File: src/rtl/stream_mux_rr_if.sv
// Valid/ready bundle between N producers, the stream_mux_rr arbiter and one consumer.
// Optional packet framing (in_last/out_last) exists when STREAM_MUX_PKT_LOCK_EN is defined.
interface stream_mux_rr_if #(
  parameter int NUM_CH = 4,
  parameter int DATA_W = 8
);
  localparam int CH_W = $clog2(NUM_CH);

  logic                       mode;
  logic [CH_W-1:0]            sel_ch;
  logic [NUM_CH-1:0]          in_valid;
  logic [NUM_CH*DATA_W-1:0]   in_data;
  logic [NUM_CH-1:0]          in_ready;
  logic                       out_valid;
  logic [DATA_W-1:0]          out_data;
  logic [CH_W-1:0]            out_ch;
  logic                       out_ready;
`ifdef STREAM_MUX_PKT_LOCK_EN
  logic [NUM_CH-1:0]          in_last;
  logic                       out_last;

  modport master (
    output mode, sel_ch, in_valid, in_data, in_last, out_ready,
    input  in_ready, out_valid, out_data, out_ch, out_last
  );
  modport slave (
    input  mode, sel_ch, in_valid, in_data, in_last, out_ready,
    output in_ready, out_valid, out_data, out_ch, out_last
  );
`else
  modport master (
    output mode, sel_ch, in_valid, in_data, out_ready,
    input  in_ready, out_valid, out_data, out_ch
  );
  modport slave (
    input  mode, sel_ch, in_valid, in_data, out_ready,
    output in_ready, out_valid, out_data, out_ch
  );
`endif
endinterface

File: src/rtl/stream_mux_rr.sv
// N-channel valid/ready stream mux (round-robin or fixed select) with a 1-entry output register.
// Define STREAM_MUX_PKT_LOCK_EN to hold the grant on one channel until its in_last beat.
module stream_mux_rr #(
  parameter int NUM_CH = 4,
  parameter int DATA_W = 8
) (
  input  logic                 clk,
  input  logic                 rst_n,
  stream_mux_rr_if.slave       bus
);
  localparam int CH_W = $clog2(NUM_CH);

  logic                  out_valid_q, out_valid_d;
  logic [DATA_W-1:0]     out_data_q,  out_data_d;
  logic [CH_W-1:0]       out_ch_q,    out_ch_d;
  logic [CH_W-1:0]       rr_ptr_q,    rr_ptr_d;

  logic [CH_W-1:0]       arb_ch;
  logic                  arb_valid;
  logic [CH_W-1:0]       grant_ch;
  logic                  grant_valid;
  logic                  load;
  logic                  xfer;
  logic                  advance;
  logic [DATA_W-1:0]     grant_data;
  logic [NUM_CH-1:0]     in_ready_c;

  // Free arbitration: fixed select, or first valid channel at or after rr_ptr.
  always_comb begin
    arb_ch    = {CH_W{1'b0}};
    arb_valid = 1'b0;
    if (bus.mode == 1'b1) begin
      for (int i = 0; i < NUM_CH; i++) begin
        arb_ch    = (bus.sel_ch == CH_W'(i)) ? CH_W'(i) : arb_ch;
        arb_valid = (bus.sel_ch == CH_W'(i)) ? bus.in_valid[i] : arb_valid;
      end
    end else begin
      // Walk farthest-to-nearest so the nearest valid channel is written last and wins.
      for (int k = NUM_CH - 1; k >= 0; k--) begin
        for (int i = 0; i < NUM_CH; i++) begin
          if ((((int'(rr_ptr_q) + k) % NUM_CH) == i) && bus.in_valid[i]) begin
            arb_ch    = CH_W'(i);
            arb_valid = 1'b1;
          end else begin
            arb_valid = arb_valid;
          end
        end
      end
    end
  end

`ifdef STREAM_MUX_PKT_LOCK_EN
  localparam logic [0:0] ST_IDLE   = 1'b0;
  localparam logic [0:0] ST_LOCKED = 1'b1;

  logic [0:0]            state_q,    state_d;
  logic [CH_W-1:0]       lock_ch_q,  lock_ch_d;
  logic                  out_last_q, out_last_d;
  logic                  grant_last;

  assign grant_ch    = (state_q == ST_LOCKED) ? lock_ch_q : arb_ch;
  assign grant_valid = (state_q == ST_LOCKED) ? bus.in_valid[lock_ch_q] : arb_valid;
  assign bus.out_last = out_last_q;

  // Packet lock FSM: a non-last beat opens a lock, the last beat of that channel closes it.
  always_comb begin
    state_d   = state_q;
    lock_ch_d = lock_ch_q;
    case (state_q)
      ST_IDLE: begin
        if (xfer && !grant_last) begin
          state_d   = ST_LOCKED;
          lock_ch_d = grant_ch;
        end else begin
          state_d   = ST_IDLE;
        end
      end
      ST_LOCKED: begin
        if (xfer && grant_last) begin
          state_d = ST_IDLE;
        end else begin
          state_d = ST_LOCKED;
        end
      end
      default: state_d = ST_IDLE;
    endcase
  end

  assign advance = xfer && grant_last;
`else
  logic                  grant_last;

  assign grant_ch    = arb_ch;
  assign grant_valid = arb_valid;
  assign advance     = xfer;
`endif

  assign load = rst_n && (!out_valid_q || bus.out_ready);
  assign xfer = load && grant_valid;

  // Mux the granted channel's data (and last flag) and decode the one-hot ready.
  always_comb begin
    grant_data = {DATA_W{1'b0}};
    grant_last = 1'b0;
    in_ready_c = {NUM_CH{1'b0}};
    for (int i = 0; i < NUM_CH; i++) begin
      grant_data    = (grant_ch == CH_W'(i)) ? bus.in_data[i*DATA_W +: DATA_W] : grant_data;
`ifdef STREAM_MUX_PKT_LOCK_EN
      grant_last    = (grant_ch == CH_W'(i)) ? bus.in_last[i] : grant_last;
`endif
      in_ready_c[i] = xfer && (grant_ch == CH_W'(i));
    end
  end

  // Output register next-state and round-robin pointer update.
  always_comb begin
    out_valid_d = out_valid_q;
    out_data_d  = out_data_q;
    out_ch_d    = out_ch_q;
    rr_ptr_d    = rr_ptr_q;
`ifdef STREAM_MUX_PKT_LOCK_EN
    out_last_d  = out_last_q;
`endif
    if (xfer) begin
      out_valid_d = 1'b1;
      out_data_d  = grant_data;
      out_ch_d    = grant_ch;
`ifdef STREAM_MUX_PKT_LOCK_EN
      out_last_d  = grant_last;
`endif
    end else if (bus.out_ready) begin
      out_valid_d = 1'b0;
    end else begin
      out_valid_d = out_valid_q;
    end
    if (advance && (bus.mode == 1'b0)) begin
      rr_ptr_d = (grant_ch == CH_W'(NUM_CH - 1)) ? {CH_W{1'b0}} : grant_ch + CH_W'(1);
    end else begin
      rr_ptr_d = rr_ptr_q;
    end
  end

  // State registers with synchronous active-low reset.
  always_ff @(posedge clk) begin
    if (!rst_n) begin
      out_valid_q <= 1'b0;
      out_data_q  <= {DATA_W{1'b0}};
      out_ch_q    <= {CH_W{1'b0}};
      rr_ptr_q    <= {CH_W{1'b0}};
`ifdef STREAM_MUX_PKT_LOCK_EN
      out_last_q  <= 1'b0;
      state_q     <= ST_IDLE;
      lock_ch_q   <= {CH_W{1'b0}};
`endif
    end else begin
      out_valid_q <= out_valid_d;
      out_data_q  <= out_data_d;
      out_ch_q    <= out_ch_d;
      rr_ptr_q    <= rr_ptr_d;
`ifdef STREAM_MUX_PKT_LOCK_EN
      out_last_q  <= out_last_d;
      state_q     <= state_d;
      lock_ch_q   <= lock_ch_d;
`endif
    end
  end

  assign bus.in_ready  = in_ready_c;
  assign bus.out_valid = out_valid_q;
  assign bus.out_data  = out_data_q;
  assign bus.out_ch    = out_ch_q;
endmodule

File: src/flat_wrapper.sv
// flat-port wrapper written by rule: the top's interface ports become plain ports
module stream_mux_rr_flat 
#(
  parameter int NUM_CH = 4,
  parameter int DATA_W = 8
)
  (clk, rst_n, bus_mode, bus_sel_ch, bus_in_valid, bus_in_data, bus_out_ready, bus_in_ready, bus_out_valid, bus_out_data, bus_out_ch);
  stream_mux_rr_if #(.NUM_CH(NUM_CH), .DATA_W(DATA_W)) bus_i ();
  input  logic clk;
  input  logic rst_n;
  input wire logic [$bits(bus_i.mode)-1:0] bus_mode;
  input wire logic [$bits(bus_i.sel_ch)-1:0] bus_sel_ch;
  input wire logic [$bits(bus_i.in_valid)-1:0] bus_in_valid;
  input wire logic [$bits(bus_i.in_data)-1:0] bus_in_data;
  input wire logic [$bits(bus_i.out_ready)-1:0] bus_out_ready;
  output wire logic [$bits(bus_i.in_ready)-1:0] bus_in_ready;
  output wire logic [$bits(bus_i.out_valid)-1:0] bus_out_valid;
  output wire logic [$bits(bus_i.out_data)-1:0] bus_out_data;
  output wire logic [$bits(bus_i.out_ch)-1:0] bus_out_ch;
  assign bus_i.mode = bus_mode;
  assign bus_i.sel_ch = bus_sel_ch;
  assign bus_i.in_valid = bus_in_valid;
  assign bus_i.in_data = bus_in_data;
  assign bus_i.out_ready = bus_out_ready;
  assign bus_in_ready = bus_i.in_ready;
  assign bus_out_valid = bus_i.out_valid;
  assign bus_out_data = bus_i.out_data;
  assign bus_out_ch = bus_i.out_ch;
  stream_mux_rr #(.NUM_CH(NUM_CH), .DATA_W(DATA_W)) u_core (.clk(clk), .rst_n(rst_n), .bus(bus_i));
endmodule
File: config.mk
export PLATFORM = sky130hd
export DESIGN_NAME = stream_mux_rr_flat
export DESIGN_NICKNAME = d
export VERILOG_FILES = /design/src/rtl/stream_mux_rr_if.sv /design/src/rtl/stream_mux_rr.sv /design/src/flat_wrapper.sv
export SDC_FILE = /design/constraint.sdc
export NUM_CORES = 1
export LEC_CHECK = 0
export ABC_AREA = 1
export CAP_MARGIN = 10
export CORE_MARGIN = 2
export CORE_UTILIZATION = 30
export CTS_BUF_LIST = sky130_fd_sc_hd__clkbuf_8 sky130_fd_sc_hd__clkbuf_16
export DETAILED_ROUTE_END_ITERATION = 8
export GPL_ROUTABILITY_DRIVEN = 1
export PLACE_DENSITY = 0.59
export SLEW_MARGIN = 40
export SYNTH_ARGS = -nofsm -noshare
export SYNTH_HDL_FRONTEND = slang
export SYNTH_SLANG_ARGS = --single-unit
File: constraint.sdc
create_clock -name clk -period 3.4 [get_ports clk]
set_input_delay 0.85 -clock clk [delete_from_list [all_inputs] [get_ports clk]]
set_output_delay 0.85 -clock clk [all_outputs]
set_load 0.1 [all_outputs]
# ---- Yosys cells after proc, flatten, opt, wreduce, memory -nomap -nowiden
# Index checks and enable logic that the tools add are counted.
# Widths: inputs -> output; s select.
dict set report totals {
  regBits 13
  inputBits 42
  out_inout_bits 15
  elab_cells 112
}
dict set report classes {
  n_addsub 4
  n_eq_ne 18
  n_mux 47
  bitwise_logic 4
  n_reduce_logical 35
}
# op n
set ops {}
lappend ops {{$logic_not 32->1} 4}
lappend ops {{$mux 2} 18}
lappend ops {{$mux 8} 4}
lappend ops {{$mux 1} 25}
lappend ops {{$logic_and 1x1->1} 23}
lappend ops {{$eq 3x3->1 const B} 6}
lappend ops {{$eq 2x2->1 const B} 6}
lappend ops {{$eq 3x2->1 const B} 3}
lappend ops {{$eq 2x1->1 const B} 3}
lappend ops {{$reduce_or 2->1} 3}
lappend ops {{$add 2x1->2 const B} 2}
lappend ops {{$add 2x2->2 const B} 2}
lappend ops {{$logic_not 2->1} 2}
lappend ops {{$and 1x1->1 const A} 3}
lappend ops {{$reduce_bool 2->1} 1}
lappend ops {{$logic_not 1->1} 1}
lappend ops {{$logic_or 1x1->1} 1}
lappend ops {{$not 1->1} 1}

# ---- Depth between registers and ports, before layout
# Gate-level depths: netlist (run 1).
dict set report depth {
  word_depth 26
  ltp_mapped 27
}

# ---- Least setup slack after synthesis (run 1)
# No wires, ideal clock.
dict set report synth_timing {
  path_kind {input -> output}
  from {in bus_in_valid[1]}
  to {out bus_in_ready[1]}
  arrival_ns 3.618
  required_ns 2.550
  slack_ns -1.068
  cell_stages 20
  path_buffers 1
  path_cell_list {nand3_1 -> nand2_1 -> nand2_1 -> nand2_1 -> nand2_1 -> nand2_1 -> nand2_1 -> nand2_1 -> nand2_1 -> nand2_1 -> nand2_1 -> nand2_1 -> nand2_1 -> nand2_2 -> nand2_1 -> inv_1 -> ha_1 -> clkbuf_1 -> clkinv_1 -> nor2_1}
}
dict set report synth_via {
  elab_chain_cells 19
}
# item line
set synth_rtl {}
lappend synth_rtl {{start, declared} flat_wrapper.sv:13} ;# input wire logic [$bits(bus_i.in_valid)-1:0] bus_in_valid;
lappend synth_rtl {{$logic_and 1x1->1} stream_mux_rr.sv:41} ;# if ((((int'(rr_ptr_q) + k) % NUM_CH) == i) && bus.in_valid[i]) begin
lappend synth_rtl {{$mux 1} stream_mux_rr.sv:41}
lappend synth_rtl {{$mux 2 (11 in series)} stream_mux_rr.sv:41}
lappend synth_rtl {{$mux 2 * (3 in series)} stream_mux_rr.sv:41}
lappend synth_rtl {{$mux 2 *} stream_mux_rr.sv:32} ;# if (bus.mode == 1'b1) begin
lappend synth_rtl {{net u_core.arb_ch[0]} stream_mux_rr.sv:18} ;# logic [CH_W-1:0] arb_ch;
lappend synth_rtl {{$eq 2x1->1 *} stream_mux_rr.sv:111} ;# in_ready_c[i] = xfer && (grant_ch == CH_W'(i));
lappend synth_rtl {{$logic_and 1x1->1 *} stream_mux_rr.sv:111}
lappend synth_rtl {{end, declared} flat_wrapper.sv:16} ;# output wire logic [$bits(bus_i.in_ready)-1:0] bus_in_ready;
# The timed path passes the listed nets; every way through them passes the cells marked *.

# ---- Worst setup path in the final report (run 1)
dict set report layout_timing {
  from {in bus_in_valid[1]}
  to {out bus_in_ready[0]}
}
dict set report layout_via {
  elab_chain_cells 19
}
# item line
set layout_rtl {}
lappend layout_rtl {{$logic_and 1x1->1} stream_mux_rr.sv:41}
lappend layout_rtl {{$mux 1} stream_mux_rr.sv:41}
lappend layout_rtl {{$mux 2 or $mux 1 (tied branches) (14 in series)} stream_mux_rr.sv:41}
lappend layout_rtl {{$mux 2 or $mux 1 (tied branches)} stream_mux_rr.sv:32}
lappend layout_rtl {{$logic_not 2->1 or $logic_and 1x1->1 (tied branches)} {stream_mux_rr.sv:111, stream_mux_rr.sv:99}}
lappend layout_rtl {{$logic_and 1x1->1 *} stream_mux_rr.sv:111}
# Mark *: on every way between the ends. The rest lies on a longest branch, timed or not.

==> summary.md, run 1 <==
| Metric | Value |
|---|---|
| Outcome | finished clean |
| Post-synth top cells | 44 x nand2_1, 28 x nand3_1, 19 x o21ai_0 |
| Rows | 22 |
| Avg Inst Size Synth | 6.458 um^2 |
| Die Wd | 66.25 um |
| Drt total wl | 3.529 mm |
| HPWL after detailed placement | 2.926 mm |
| Setup Skew | 2.892 ps |
| Post-synth net total | 226 |
| Initial Utilization | 0.3151 |
| Switching portion of total power | 0.4950 |
| Finished Core Util | 0.5563 |
| Via/cell ratio | 4.597 |
| Vias | 1416 |
| Initial antenna violation count | 0 |
| Max Clock Freq | 0.3065 GHz |
| Inserted Clock Buffers | 3 |
| Worst slew pin tran | 368.4 ps |
| Clk pwr share | 0.154 |
| Clock sink count | 13 |
| Die H | 66.25 um |
| Rel. slew slack | 0.7541 |
| Post-synth EDFFs | 0 |
| Hold Path Class | reg2reg |
| Reg2Reg Launch Point | u_core.rr_ptr_q[1] |
| Remaining global-route overflow | 0 |
| Final WS setup | 137.6 ps |
| Number of fill cells | 373 |
| Core area | 3689 um^2 |
| Clock Path Buffers | 2 |
| GPL Wtd Cong | 0.9019 |
| Tmin final | 3262 ps |
| Post-DP Area | 1942 um^2 |
| IO buf count | 56 |
| Register bit total from synthesis | 13 |
| Ys flop type | dfxtp_1 |
| Root Driver | clkbuf_8 |
| Crit Path Category | in2out |
| Drt drc | 0 |
| Design area | 2052 um^2 |
| Total iterations of the first detailed-routing run | 4 |
| Sequential share of power | 0.222 |
| CP max FO | 5 |
| Layout Nets | 307 |
| Post-synth top area share | 0.2239 |
| Worst VDD drop | 0.1895 mV |
| Top cells by area, synth | dfxtp_1 22%, nand2_1 14%, nand3_1 12% |
| Worst-skew pair later-pin latency | 250 ps |
| Pwr Total | 891.1 uW |
| Cell variety after synth | 25 |
| Cell-internal power | 450.0 uW |
| CTS tree | done |
| Sequential fraction of the synthesis area | 0.2239 |
| DP Worst Slack | -392.6 ps |
| Crit end category | primary output |
| P_leak | 0.0009509 uW |
| Logic pwr share | 0.624 |
| Largest net degree at the start of global routing | 23 |
| NetSw | 441.1 uW |
| DIE AREA | 4388 um^2 |
| Top-count cell post-synth | nand2_1 |
| Area Overhead vs Synth | 76.53% |
| Worst-path clk slew | 60 ps |
| Ant diodes | 0 |
| Reg2reg end | u_core.bus.out_data[0] |
| Initial drt markers | 62 |
| Post-CTS Hold Fix Bufs | 0 |
| Final setup violation count | 0 |
| Worst Path Required | 2550 ps |
| Share of cells above drive strength 1 | 0.3462 |
| Number of nets with antenna violations after routing | 0 |
| Warnings, synthesis | 0 |
| R2R setup slack | 730 ps |
| Post-Syn Area | 1162 um^2 |
| Max Slew Vio Count | 0 |
| First-pass GRT wire length | 5.796 mm |
| Power per cell area | 434.3 nW/um^2 |
| R2R cell count | 21 |
| Fin cells | 308 |
| Max_cap viols | 0 |
| Drt wl/cell | 11.46 um |
| Final hold vios | 0 |
| GRT Resource Usage Total | 0.1697 |
| Critical Path Start | bus_in_valid[1] |
| End point of the critical path | bus_in_ready[0] |
| I/O pins | 57 |
| Post-synth ARST share | 0 |
| Critical Path AT | 2410 ps |
| Vias in the first global route | 1364 |
| Placed Cells incl. Taps | 301 |
| Worst Setup Start Kind | input port |
| Tcrit/Tclk final | 0.9595 |
| Cells after Synth | 180 |
| H-tree levels | 1 |
| Cell taking the most area after synthesis | dfxtp_1 |
-- critical path, stage by stage --
cell	delay [ps]
buf_4	110
nand3_1	150
nand2_1	120
nand2_1	50
nand2_1	50
nand2_1	40
nand2_1	50
nand2_1	40
nand2_1	50
nand2_1	40
nand2_1	50
nand2_1	60
nand2_2	100
nand2_4	70
buf_4	140
ha_4	150
inv_2	60
nor2_4	40
buf_12	160
-- layout make-up --
| class | count | area, um^2 | share of cell area |
|---|---|---|---|
| multi-input cells | 141 | 844.6 | 0.4116 |
| repair buffers | 85 | 773.2 | 0.3768 |
| flip-flops and latches | 13 | 260.3 | 0.1268 |
| inverters | 17 | 68.82 | 0.03354 |
| well taps | 48 | 60.06 | 0.02927 |
| clock buffers | 3 | 41.29 | 0.02012 |
| clock inverters | 1 | 3.754 | 0.001829 |
-- through the flow --
step | TNS, ps | hold slack, ps
2_1_floorplan | -78.09 | 640.7
3_3_place_gp | -1306 | 462.3
3_5_place_dp | -1422 | 469.8
4_1_cts | 0 | 477.9
5_1_grt | -22.24 | 497.7
6_report | 0 | 470.4
-- cell usage in the layout (no fill, tap or decap), types with 2 or more instances in the layout --
master,synthesis,final
inv_1,14,10
buf_12,1,4
o211ai_1,2,2
buf_4,0,41
clkbuf_2,0,2
inv_2,2,6
o21ai_0,19,19
o21ai_2,6,6
nand3_1,28,26
nand3_2,5,7
clkbuf_8,0,3
clkdlybuf4s50_1,0,37
dfxtp_1,13,13
o21ai_1,3,3
nand2_1,44,40
inv_4,0,2
nand2_4,1,2
nand2_2,1,4
a21oi_1,11,10
nor2_1,10,6
nor2_4,2,6
ha_4,0,2
-- flip-flops by register name, indices dropped and copies added (netlist names) --
signal	count
u_core.rr_ptr_q	2
u_core.bus.out_valid	1
u_core.bus.out_ch	2
u_core.bus.out_data	8
-- per-layer routing --
layer  GRT usage  vias to the layer above  wire, um
met5           0                        -         0
met4     0.06122                        0        54
met3     0.04089                        5       220
met2      0.2875                       41      1655
met1      0.2068                      604      1598
li1            -                      766         -
-- cell families (layout without fill, tap and decap cells) --
| logic type | Yosys count | count (layout) | share of synthesized area |
|---|---|---|---|
| AO/OA/AOI/OAI | 43 | 43 | 0.2121 |
| adder cells (fa/ha/maj) | 4 | 4 | 0.04306 |
| buffers and inverters | 26 | 106 | 0.1238 |
| flip-flops | 13 | 13 | 0.2239 |
| AND/OR/NAND/NOR | 94 | 94 | 0.3972 |
-- timing repair --
| item | 4_1_cts | 5_1_grt |
|---|---|---|
| buffers inserted | 3 | 0 |
| pin swaps | 4 | 5 |
| gates resized for setup | 18 | 16 |
| endpoints found under the setup margin | 4 | 4 |
-- power by group through the flow --
stage	clock network [uW]	registers [uW]	logic, uW
4_1_cts	141	198	554
3_3_place_gp	0	200	539
2_1_floorplan	0	365	209
3_5_place_dp	0	200	538
5_1_grt	150	201	597
6_report	137	198	556
-- worst min-delay path by stage --
stage,from,to,cells past startpoint
4_1_cts,u_core.bus.out_ch[1],u_core.bus.out_ch[1],2
3_3_place_gp,u_core.bus.out_data[3],u_core.bus.out_data[3],2
2_1_floorplan,u_core.rr_ptr_q[1],u_core.rr_ptr_q[1],3
3_5_place_dp,u_core.bus.out_ch[1],u_core.bus.out_ch[1],2
5_1_grt,u_core.bus.out_ch[1],u_core.bus.out_ch[1],2
6_report,u_core.bus.out_ch[1],u_core.bus.out_ch[1],2
Power figures use the tool's default switching activity.
==> inputs of run 2 (changes only) <==
SLEW_MARGIN = 20   (was 40)
==> results of run 2 <==
Same layout as run 1: the final DEF is identical, and so are final timing and power.
